**src/rtl/imem_boot_loader.sv**
```systemverilog
// Byte-serial boot loader: frames a program image into imem,
// verifies an XOR checksum, then releases the processor.
module imem_boot_loader #(
  parameter int ADDR_W = 6
) (
  input  logic              clk,
  input  logic              rst_n,
  input  logic [7:0]        in_data,
  input  logic              in_valid,
  output logic              in_ready,
  input  logic              restart,
  output logic              imem_we,
  output logic [ADDR_W-1:0] imem_addr,
  output logic [31:0]       imem_wdata,
  output logic              proc_run,
  output logic              load_err,
  output logic [ADDR_W:0]   words_loaded
);

  typedef enum logic [2:0] {
    S_LEN_HI,
    S_LEN_LO,
    S_PAYLOAD,
    S_CHECK,
    S_DONE,
    S_ERROR
  } state_t;

  localparam logic [16:0] CAP = 17'(1) << ADDR_W;

  state_t              state;
  logic [7:0]          len_hi;
  logic [ADDR_W:0]     n_words;
  logic [23:0]         shift;
  logic [1:0]          byte_cnt;
  logic [ADDR_W-1:0]   word_idx;
  logic [7:0]          chk;

  logic                accept;
  logic                in_frame;
  logic [15:0]         n_raw;
  logic                n_bad;
  logic [ADDR_W:0]     wl_next;

  always_comb begin
    in_frame = 1'b0;
    case (state)
      S_LEN_HI,
      S_LEN_LO,
      S_PAYLOAD,
      S_CHECK: in_frame = 1'b1;
      default: in_frame = 1'b0;
    endcase
  end

  assign in_ready = in_frame && !restart;
  assign accept   = in_valid && in_ready;
  assign n_raw    = {len_hi, in_data};
  assign n_bad    = (n_raw == 16'd0) ||
                    ({1'b0, n_raw} > CAP);
  assign wl_next  = words_loaded + 1'b1;

  always_ff @(posedge clk) begin
    if (!rst_n) begin
      state        <= S_LEN_HI;
      len_hi       <= '0;
      n_words      <= '0;
      shift        <= '0;
      byte_cnt     <= '0;
      word_idx     <= '0;
      chk          <= '0;
      imem_we      <= 1'b0;
      imem_addr    <= '0;
      imem_wdata   <= '0;
      proc_run     <= 1'b0;
      load_err     <= 1'b0;
      words_loaded <= '0;
    end else begin
      imem_we <= 1'b0;
      if (restart) begin
        // Already-written words stay in imem; proc_run=0 keeps them idle
        state        <= S_LEN_HI;
        byte_cnt     <= '0;
        word_idx     <= '0;
        chk          <= '0;
        words_loaded <= '0;
        proc_run     <= 1'b0;
        load_err     <= 1'b0;
      end else if (accept) begin
        case (state)
          S_LEN_HI: begin
            len_hi <= in_data;
            state  <= S_LEN_LO;
          end
          S_LEN_LO: begin
            if (n_bad) begin
              state    <= S_ERROR;
              load_err <= 1'b1;
            end else begin
              n_words  <= n_raw[ADDR_W:0];
              byte_cnt <= '0;
              word_idx <= '0;
              chk      <= '0;
              state    <= S_PAYLOAD;
            end
          end
          S_PAYLOAD: begin
            shift    <= {shift[15:0], in_data};
            chk      <= chk ^ in_data;
            byte_cnt <= byte_cnt + 2'd1;
            if (byte_cnt == 2'd3) begin
              imem_we      <= 1'b1;
              imem_addr    <= word_idx;
              imem_wdata   <= {shift, in_data};
              word_idx     <= word_idx + 1'b1;
              words_loaded <= wl_next;
              if (wl_next == n_words) begin
                state <= S_CHECK;
              end
            end
          end
          S_CHECK: begin
            if (in_data == chk) begin
              state    <= S_DONE;
              proc_run <= 1'b1;
            end else begin
              state    <= S_ERROR;
              load_err <= 1'b1;
            end
          end
          default: state <= state;
        endcase
      end
    end
  end

endmodule

```
**config.mk**
```make
export PLATFORM = sky130hd
export DESIGN_NAME = imem_boot_loader
export DESIGN_NICKNAME = d
export VERILOG_FILES = /design/src/rtl/imem_boot_loader.sv
export SDC_FILE = /design/constraint.sdc
export NUM_CORES = 1
export LEC_CHECK = 0
export ABC_AREA = 1
export CORE_UTILIZATION = 58
export DETAILED_ROUTE_END_ITERATION = 7
export PLACE_DENSITY = 0.95
export SYNTH_ARGS = -nofsm -noshare
export SYNTH_HDL_FRONTEND = slang
export SYNTH_SLANG_ARGS = --single-unit
```
**constraint.sdc**
```tcl
create_clock -name clk -period 2.3 [get_ports clk]
set_input_delay 0.23 -clock clk [delete_from_list [all_inputs] [get_ports clk]]
set_output_delay 0.23 -clock clk [all_outputs]
set_load 0.01 [all_outputs]
```
; ---- After elaboration in Yosys (flattened, before gate mapping)
; Index checks and enable logic that the tools add are counted.
[word_totals]
register_bits = 106
latch_bits = 0
mem_bits_rw = 0
romBits = 0
input_bits = 12
out_inout_bits = 49
elab_cells = 73
mem_count = 0
[classes]
n_addsub = 3
mul = 0
n_div = 0
magnitude_cmp = 1
n_eq_ne = 11
n_shift = 0
mux = 17
n_bitwise = 6
reduce_logical = 22
[ops]
columns = operator, count
row1 = AND reduction 4 bit, 5
row2 = "greater-than comparator 16 x 7 -> 1 bit, second input constant", 1
row3 = logical NOT 16 bit, 1
row4 = case mux 8 bit (2 select lines), 1
row5 = AND reduction 3 bit, 5
row6 = 2-to-1 mux 6 bit, 2
row7 = case mux 3 bit (4 select lines), 1
row8 = case mux 6 bit (2 select lines), 1
row9 = "!= test 2 bit, second input constant", 5
row10 = 2-to-1 mux 3 bit, 3
row11 = equality test 8 bit, 1
row12 = 2-to-1 mux 8 bit, 1
row13 = OR reduction 4 bit, 2
row14 = XOR 8 bit, 1
row15 = "adder 7 x 1 -> 7 bit, second input constant", 1
row16 = equality test 7 bit, 1
row17 = "adder 6 x 1 -> 6 bit, second input constant", 1
row18 = "equality test 3 x 2 -> 1 bit, second input constant", 2
row19 = 2-to-1 mux 1 bit, 5
row20 = inverter 1 bit, 5
row21 = case mux 2 bit (2 select lines), 1
row22 = nonzero test 2 bit, 2
row23 = nonzero test 4 bit, 1
row24 = "equality test 3 x 1 -> 1 bit, second input constant", 1
row25 = other kinds (9), 10

; ---- Longest topological paths before layout
; Gate-level depths: netlist of the first run.
[depth]
depth_word = 7
depth_mapped = 13
mapped_depth_nobuf = 13

; ---- Worst setup path before layout of the first run
; No wires, ideal clock.
[synth_path]
path_type = reg-to-reg
startpoint = reg state[2]
endpoint = reg imem_wdata[0]
setup_ps = 135
arrival_ps = 1535
t_required_ps = 2165
path_slack_ps = 631
stages_incl_launch_ff = 9
n_path_buf = 2
period_less_slack_ps = 1669
cell_sequence = dfxtp_1 -> nor2_1 -> nand2_1 -> nor2_8 -> inv_4 -> nor2_8 -> buf_6 -> buf_2 -> a211oi_1
[synth_between]
elab_chain_len = 6
elab_cells_between_ends = 9
classes_between = eq/ne: 3 / mux: 1 / reduce/logical: 5
[synth_lines]
columns = element, line
row1 = "start, declared", 31  ; state_t state;
row2 = "start signal, assigned", 131  ; default: state <= state;
row3 = equality test 3 x 2 -> 1 bit (tied with other cells), 47  ; case (state)
row4 = OR reduction 4 bit (*), 47
row5 = 2-to-1 mux 1 bit (*), 47
row6 = logical AND 1 bit (*), 56  ; assign in_ready = in_frame && !restart;
row7 = named net in_ready, 10  ; output logic in_ready,
row8 = logical AND 1 bit (*), 57  ; assign accept = in_valid && in_ready;
row9 = AND reduction 4 bit (no line) (*), n/a
row10 = "end signal, assigned", 114  ; imem_wdata <= {shift, in_data};
row11 = "end, declared", 14  ; output logic [31:0] imem_wdata,
; The timed path passes the listed nets; every way through them passes the cells marked *.
; A chain may end at the register's enable or synchronous reset.

; ---- Worst setup path after layout of the first run
[layout_path]
startpoint = reg state[1]
endpoint = reg imem_wdata[5]
[layout_between]
elab_chain_len = 6
elab_cells_between_ends = 9
classes_between = eq/ne: 3 / mux: 1 / reduce/logical: 5
[layout_lines]
columns = element, line
row1 = equality test 3 x 2 -> 1 bit (tied with other cells), 47
row2 = OR reduction 4 bit, 47
row3 = 2-to-1 mux 1 bit, 47
row4 = logical AND 1 bit, 56
row5 = logical AND 1 bit, 57
row6 = AND reduction 4 bit (no line) (*), n/a
; Mark *: on every way between the ends. The rest lies on a longest branch, timed or not.

==> reports/metrics.csv, run 1 <==
metric;value;unit
critical path startpoint category;flop;
clock-pin slew on the worst setup and hold paths;110;ps
# diodes;0;
Post-Synthesis Cells;552;
Synthesized Nets;567;
CP Data Arrival Time;2320;ps
Cell Area, Synth;4260;um2
starting density of the core;0.614;
number of max-cap violations;0;
Final setup viols;0;
commonest non-fill, non-tap cell in the layout;dfxtp_1;
dpl cells;697;
Core Area;6940;um2
final hold vios;0;
vias in the first global route;3824;
H-tree levels;3;
fmax;0.488;GHz
Die Y-Extent;87.7;um
Syn Area/Cell;7.72;um2
most frequent cells in the layout;106 x dfxtp_1, 100 x nor2_1, 69 x nand2_1, 62 x o21ai_0, 60 x clkdlybuf4s50_1;
async set-reset flop share out of synthesis;0;
Worst VDD drop;0.000371;V
WL met2;5230;um
Setup Buffers After CTS;0;
sequential fraction of the synthesis area;0.498;
Vias/cell;5.72;
Setup WS pre-CTS;45.9;ps
Yosys reg bits;106;
antenna violations before repair;0;
Static Leak;2.02;nW
Final period util;0.892;
CTS max path bufs;2;
first-pass GRT wire length;18200;um
Clock Skew;12.3;ps
Final Instance Area;5170;um2
initial DRC count;315;
Crit path required time;2570;ps
DRT met1 WL;4370;um
crit end category;flop;
cts repair resizes;0;
Worst-Skew Late Latency;370;ps
CTS tree;built;
uppermost routed layer;met4;
Post-Route WL;11000;um
largest net degree at the start of global routing;62;
Ports;61;
layout cell share with drive strength beyond 1;0.0682;
met3 wire length;869;um
die area;7700;um2
synthesis-to-layout area growth;21.2;%
DR WL/cell;15.5;um
die width;87.7;um
Nets;627;
Num CTS Buffers;9;
gpl congestion;0.887;
Placement Cell Area;4990;um2
total gr overflow;0;
RSZ-0062 raised after global routing;no;
Slew @ Worst Pin;735;ps
Yosys cell types;30;
fill count;477;
final worst slack;249;ps
clk root buf;clkbuf_8;
Routed Antenna Nets;0;
Setup CP Type;flop to flop;
# rows;30;
pwr dens;599;nW/um2
slew margin rel.;0.510;
fin cells;712;
EDFF count, synth;0;
Fin Setup TNS;0;ps
detailed placement HPWL;7570;um
Util after Layout;0.745;
hold buffers post-CTS;0;
status;finished clean;
clock sinks;106;
max-slew violation count;0;
IO Port Bufs;60;
Total GRT Usage;0.311;
Hold Crit Class;flop to flop;
DRT Pass-1 Iters;5;
Worst Path Max Fanout;26;
drt drc;0;
top_reg_cell synth;dfxtp_1;
yosys warns;0;
routed via count;4071;
min cycle time layout;2050;ps
-- stage by stage --
stage          hold slack (ps)  total power, mW
3_3_place_gp               443             2.06
5_1_grt                    503             3.19
4_1_cts                    464             3.08
3_5_place_dp               449             2.07
6_report                   463             3.10
2_1_floorplan              365             1.99
-- final timing paths --
check	from	cells after the start	to	slack, ps
setup / recovery	state[1]$_SDFFE_PP0P_	9	imem_wdata[5]$_SDFFE_PN0P_	250
hold / removal	len_hi[5]$_SDFFE_PN0P_	2	len_hi[5]$_SDFFE_PN0P_	460
setup reg to reg	state[1]$_SDFFE_PP0P_	9	imem_wdata[5]$_SDFFE_PN0P_	250
hold reg to reg	len_hi[5]$_SDFFE_PN0P_	2	len_hi[5]$_SDFFE_PN0P_	460
-- logic make-up (layout without fill, tap and decap cells) --
logic type                 after synthesis  count (layout)  synth area share
and+or+nand+nor                        213             213             0.214
DFF                                    106             106             0.498
adders and majority gates                3               3           0.00880
xor gates and xnor gates                14              14            0.0288
buffers and inverters                   71             135            0.0690
AOI/OAI and AO/OA                      145             145             0.182
-- critical path, stage by stage, from the launching register on --
cell and delay [ps]:
dfxtp_1 470, inv_2 90, nor3_4 200, inv_2 160
nor2_8 120, inv_4 120, nor2_8 200, buf_6 220
nand2_1 110, a21oi_1 240
-- layer usage --
metal | GRT usage | vias up
met5 | 0 | -
met4 | 0.209 | 0
met3 | 0.0594 | 50
met2 | 0.510 | 210
met1 | 0.370 | 1867
li1 | - | 1944
-- cell type report --
| type | instances | area (um2) | share of cell area |
|---|---|---|---|
| flip-flops and latches | 106 | 2120 | 0.410 |
| multi-input cells | 375 | 1850 | 0.357 |
| repair buffers | 75 | 729 | 0.141 |
| inverters | 45 | 171 | 0.0332 |
| clock buffers | 9 | 124 | 0.0240 |
| well taps | 96 | 120 | 0.0232 |
| clock inverters | 6 | 55.1 | 0.0106 |
-- synthesized netlist by cell type (4+ instances only) --
cell | number | area [um2]
dfxtp_1 | 106 | 2120
nor2_1 | 100 | 375
nand2_1 | 69 | 259
o21ai_0 | 62 | 310
a21oi_1 | 57 | 285
inv_1 | 40 | 150
nand3_1 | 26 | 130
clkbuf_1 | 16 | 60.1
a211oi_1 | 15 | 113
xnor2_1 | 8 | 70.1
nand4_1 | 6 | 37.5
xor2_1 | 6 | 52.6
buf_2 | 5 | 25.0
o21ai_1 | 5 | 25.0
or2_2 | 4 | 25.0
-- where the power goes --
group	leakage, nW	internal, mW	total [mW]	switching, mW
registers	0.855	1.85	1.86	0.00946
logic	1.07	0.0609	0.170	0.109
clock network	0.0884	0.403	1.07	0.663
-- sequential cells by signal, indices dropped and copies added, names as in the netlist --
signal,flops
byte_cnt,2
chk,8
load_err,1
word_idx,6
shift,24
n_words,7
len_hi,8
imem_we,1
state,3
imem_addr,6
words_loaded,7
proc_run,1
imem_wdata,32
Note: power is estimated with default switching activity, not from simulation.
==> inputs of run 2 (changes only) <==
--- a/config.mk
+++ b/config.mk
@@ -5,10 +5,10 @@
 export SDC_FILE = /design/constraint.sdc
 export NUM_CORES = 1
 export LEC_CHECK = 0
-export ABC_AREA = 1
-export CORE_UTILIZATION = 58
+export CORE_UTILIZATION = 59
 export DETAILED_ROUTE_END_ITERATION = 7
 export PLACE_DENSITY = 0.95
+export SETUP_SLACK_MARGIN = 0.3
 export SYNTH_ARGS = -nofsm -noshare
 export SYNTH_HDL_FRONTEND = slang
 export SYNTH_SLANG_ARGS = --single-unit
==> run 2 against run 1 <==
  * First-iteration DRC count down 27%
  * Combinational power down 8%
  * Global-route usage down 3.7 points
  * Count of clock-buffer cells in the layout unchanged
  * Non-clock buffer count up 7
  * Critical path type unchanged
  * Setup slack better by 110 ps
  * Utilization about the same
  * Register-to-register slack better by 110 ps
  * Largest cell class is now multi-input combinational cells
==> reports/metrics.csv, run 2 <==
metric;value;unit
die width;89.3;um
first-pass GRT wire length;16700;um
Syn Area/Cell;8.65;um2
initial DRC count;230;
Largest regs;imem_wdata (32), shift (24);
yosys warns;0;
vias in the first global route;3474;
fill count;505;
Num CTS Buffers;9;
total gr overflow;0;
Total GRT Usage;0.274;
EDFF count, synth;0;
clock sinks;106;
Final Instance Area;5460;um2
Most flops, register;imem_wdata;
Core Area;7330;um2
hold buffers post-CTS;0;
clock power share;0.373;
sw frac;0.260;
largest net degree at the start of global routing;66;
slew margin rel.;0.659;
Worst Path Max Fanout;3;
count leader, synth;nand2_1;
Power Internal;2.36;mW
pwr dens;586;nW/um2
gpl congestion;0.856;
Vias/cell;5.62;
routed via count;3808;
dpl cells;659;
fin cells;678;
Gate power share;0.049;
Yosys top cell by area;dfxtp_1;
Fin Setup TNS;0;ps
clk root buf;clkbuf_8;
clock-pin slew on the worst setup and hold paths;110;ps
async set-reset flop share out of synthesis;0;
max-slew violation count;0;
most frequent cells in the layout;135 x nand2_1, 106 x dfxtp_1, 62 x a21boi_0, 59 x clkdlybuf4s50_1, 21 x buf_4;
Final setup viols;0;
# rows;31;
Register Area;2120;um2
Setup CP Type;flop to flop;
Nets;589;
Seq pwr share;0.579;
Cell Area, Synth;4500;um2
Placement Cell Area;5220;um2
Post-Route WL;10500;um
Slew @ Worst Pin;511;ps
Util after Layout;0.744;
status;finished clean;
Hold Crit Class;input port to flop;
IO Port Bufs;60;
antenna violations before repair;0;
synth top area cells;dfxtp_1 47%, nand2_1 11%, a21boi_0 10%;
Die Y-Extent;89.3;um
Synthesized Nets;535;
max reg flops;32;
Worst VDD drop;0.000410;V
crit end category;flop;
Crit path required time;2550;ps
critical path startpoint category;flop;
number of max-cap violations;0;
CP Data Arrival Time;2190;ps
layout cell share with drive strength beyond 1;0.0829;
CTS max path bufs;2;
Worst Path Buf+Inv;0;
Yosys reg bits;106;
# diodes;0;
DR WL/cell;15.4;um
Setup WS pre-CTS;160;ps
Worst path top cell family by delay;simple AND/OR/NAND/NOR gates;
starting density of the core;0.614;
Routed Antenna Nets;0;
Multi-input gate area;2210;um2
hold_ws;223;ps
Yosys top cell area share;0.472;
final hold vios;0;
final worst slack;359;ps
Total Power;3.20;mW
min cycle time layout;1940;ps
Worst path slowest cell;or4_4;
commonest cells in the netlist;135 x nand2_1, 106 x dfxtp_1, 62 x a21boi_0, 35 x clkbuf_1, 20 x nor2_1;
P_sw;831;uW
Ports;61;
drt drc;0;
commonest non-fill, non-tap cell in the layout;nand2_1;
top_reg_cell synth;dfxtp_1;
RSZ-0062 raised after global routing;yes;
Post-Synthesis Cells;520;
Clock Skew;15.9;ps
CP max stage delay;540;ps
sequential fraction of the synthesis area;0.472;
H-tree levels;3;
Worst-Skew Late Latency;390;ps
Static Leak;1.90;nW
die area;7980;um2
Final period util;0.844;
CP cell instances;or4_4 > nor4_4 > nand3_1 > o2111ai_1 > a21oi_1;
CTS tree;built;
fmax;0.515;GHz
Yosys cell types;43;
synthesis-to-layout area growth;21.2;%
detailed placement HPWL;7280;um
DRT Pass-1 Iters;5;
## run 2: changes by cell type in the layout (fill, tap and decap cells not counted), sizes merged, moves of 17 or more
cell	delta
a21boi	+62
a21oi	-41
inv	-35
nand2	+67
nor2	-81
nor2b	+17
o21ai	-62
## run 2: repair_timing
item                       in CTS  in global routing
gates resized for setup         0                  0
hold endpoints to repair        0                  0
setup buffers                   3                  0
setup endpoints to repair       7                  1
pin swaps                       1                  0
## run 2: final timing paths
path,startpoint,end,slack [ps],cells after the start
worst max register to register,len_hi[4]$_SDFFE_PN0P_,load_err$_SDFFE_PP0P_,360,5
worst max-delay path,len_hi[4]$_SDFFE_PN0P_,load_err$_SDFFE_PP0P_,360,5
worst min-delay path,rst_n,imem_wdata[4]$_SDFFE_PN0P_,220,2
worst min register to register,load_err$_SDFFE_PP0P_,load_err$_SDFFE_PP0P_,460,2
## run 2: layout make-up
| class | instances | area share |
|---|---|---|
| well taps | 99 | 0.0227 |
| clock buffers | 9 | 0.0227 |
| flip-flops and latches | 106 | 0.389 |
| repair buffers | 82 | 0.142 |
| clock inverters | 7 | 0.0163 |
| inverters | 5 | 0.00344 |
| multi-input cells | 370 | 0.404 |
## run 2: logic make-up (layout without fill, tap and decap cells)
kind of cell,Yosys count,count (layout),synth area share
compound gates,113,113,0.178
xor+xnor,26,26,0.0506
fa+ha+maj,3,3,0.00834
buf+inv,44,103,0.0389
flops,106,106,0.472
mux,15,15,0.0334
simple gates,213,213,0.219
## run 2: layer usage
layer | part of all wire | global-route usage | vias up | wire, um
li1 | - | - | 1854 | -
met1 | 0.44 | 0.360 | 1815 | 4630
met2 | 0.50 | 0.452 | 120 | 5200
met3 | 0.044 | 0.0554 | 19 | 462
met4 | 0.016 | 0.0909 | 0 | 167
met5 | 0 | 0 | - | 0
## run 2: power groups by stage
| stage | registers (mW) | logic, mW | clock network [mW] |
|---|---|---|---|
| 4_1_cts | 1.85 | 0.153 | 1.20 |
| 6_report | 1.85 | 0.156 | 1.19 |
| 5_1_grt | 1.85 | 0.165 | 1.29 |
| 3_3_place_gp | 1.89 | 0.148 | 0 |
| 3_5_place_dp | 1.89 | 0.151 | 0 |
| 2_1_floorplan | 1.89 | 0.0997 | 0 |
==> RTL edit (settings of run 1) <==
The 6 states of `state_t` get a one-hot encoding in 6 bits.
--- a/src/rtl/imem_boot_loader.sv
+++ b/src/rtl/imem_boot_loader.sv
@@ -17,13 +17,13 @@
   output logic [ADDR_W:0]   words_loaded
 );
 
-  typedef enum logic [2:0] {
-    S_LEN_HI,
-    S_LEN_LO,
-    S_PAYLOAD,
-    S_CHECK,
-    S_DONE,
-    S_ERROR
+  typedef enum logic [5:0] {
+    S_LEN_HI  = 6'b000001,
+    S_LEN_LO  = 6'b000010,
+    S_PAYLOAD = 6'b000100,
+    S_CHECK   = 6'b001000,
+    S_DONE    = 6'b010000,
+    S_ERROR   = 6'b100000
   } state_t;
 
   localparam logic [16:0] CAP = 17'(1) << ADDR_W;
Function: same outputs for any inputs over 4 cycles, from zero or initial values and one cycle with rst_n low; so few cycles prove little.
==> RTL edit against run 1 <==
- non-clock buffer count rose by 4
- setup slack worse by 0.087 ns
- synthesized area is 8.0% higher
- maximum frequency decreased by 4.1%
- design area is 6.9% higher
- total power up 8.4%
- wire length increased by 3.3%
- sequential cell count is 3 higher
==> RTL edit: results (changes against run 1) <==
[worst_setup_path]
timing.rr.end = imem_wdata[29]
r2r_cells = 11  ; +2
cp-endpoint = in_ready
cp_max_fo = 3  ; -88%
crit_family = buffers and inverters
cpPeakStageDelay_ns = 0.53  ; +0.06 ns
crit_slowest_cell = clkdlybuf4s50_1
crit_start = state[0]

[yosys]
syn_inst = 622  ; +13%
synthTopCellsByArea = dfxtp_1 47%, nand2_1 11%, a21oi_1 9.0%
synth_common_cells = 133 x nand2_1, 109 x dfxtp_1, 83 x a21oi_1, 83 x nor2_1, 72 x nand3_1
synth.lib_cells_used.distinct = 31  ; +3.3%
synth.cell_area_um2 = 4604  ; +8.0%
syn_nets = 637  ; +12%
ys_ff_latch = 109  ; +2.8%
seq_area_frac_synth = 0.4739  ; -0.02374

[global_route]
met3_usage = 0.06198  ; +0.002599
grt_pass1_wl_mm = 19.01  ; +4.3%
grt_pass1_vias = 4229  ; +11%
grt_max_degree = 68  ; +9.7%
use_met2 = 0.4785  ; -0.03098

[place]
pre_cts_ws_ns = 0.1558  ; +0.1099 ns
hpwl_mm = 7.623  ; +0.72%
placed_area_um2 = 5291  ; +6.1%

[finish]
signal_buffers = 79  ; +5.3%
fillCellCount = 528  ; +11%
seq_area_um2 = 2182  ; +2.8%
multi_input_area_share = 0.3794  ; +0.02190
clock_cell_area_share = 0.03938  ; +0.004776
bufAreaShareNonClock = 0.1390  ; -0.002117
comb.multi_input.count = 442  ; +18%
fin_nets = 692  ; +10%
inv_count = 36  ; -20%

[timing]
slew_headroom = 0.5070  ; -0.002561
min_period_over_period = 0.9295  ; +0.03794
finClkSkew_ns = 0.01851  ; +0.006215 ns

[hold_path]
min_to = state[5]
worstHoldStart = state[5]

[power_and_ir_drop]
seq_cell_power_mw = 1.91  ; +3%
p_leak_nw = 2.057  ; +1.9%
vdd_drop_max_v = 0.0003278  ; -12%
combinationalPower_mw = 0.196  ; +15%

[cts]
clock_latency_ns = 0.39  ; +0.02 ns

[detailed_routing]
met3_length_um = 907  ; +4.4%
wire_per_inst_um = 14.55  ; -6.2%
avgViaCountPerCell = 5.735  ; +0.30%
wl_met2_mm = 5.574  ; +6.6%

[run_status]
status = complete, no violations

-- RTL edit: changes by cell type after synthesis, sizes merged, moves of 15 or more --
cell    before  now
a21oi       58   83
nor2       102   86
o21ai       67   34
nand3       26   74
nand2       69  134
a211oi      15    0
-- RTL edit: timing repair --
action	4_1_cts	5_1_grt
buffers inserted	0	1
setup endpoints to repair	0	1
resized for setup	0	2
hold endpoints to repair	0	0
-- RTL edit: cell families (layout without fill, tap and decap cells) --
group                    Yosys count  count (layout)  synth area share
AO/OA/AOI/OAI                    119             119            0.1326
XOR/XNOR                          14              14           0.02663
adder cells (fa/ha/maj)            3               3          0.008153
buffers and inverters             71             131           0.07310
flip-flops                       109             109            0.4739
AND/OR/NAND/NOR                  306             306            0.2856
-- RTL edit: tightest hold or removal path: cells and delay by family (launching register included) --
family | cells | cell delay [ns]
DFF | 1 | 0.33
AOI/OAI and AO/OA | 1 | 0.05
buffers and inverters | 1 | 0.05
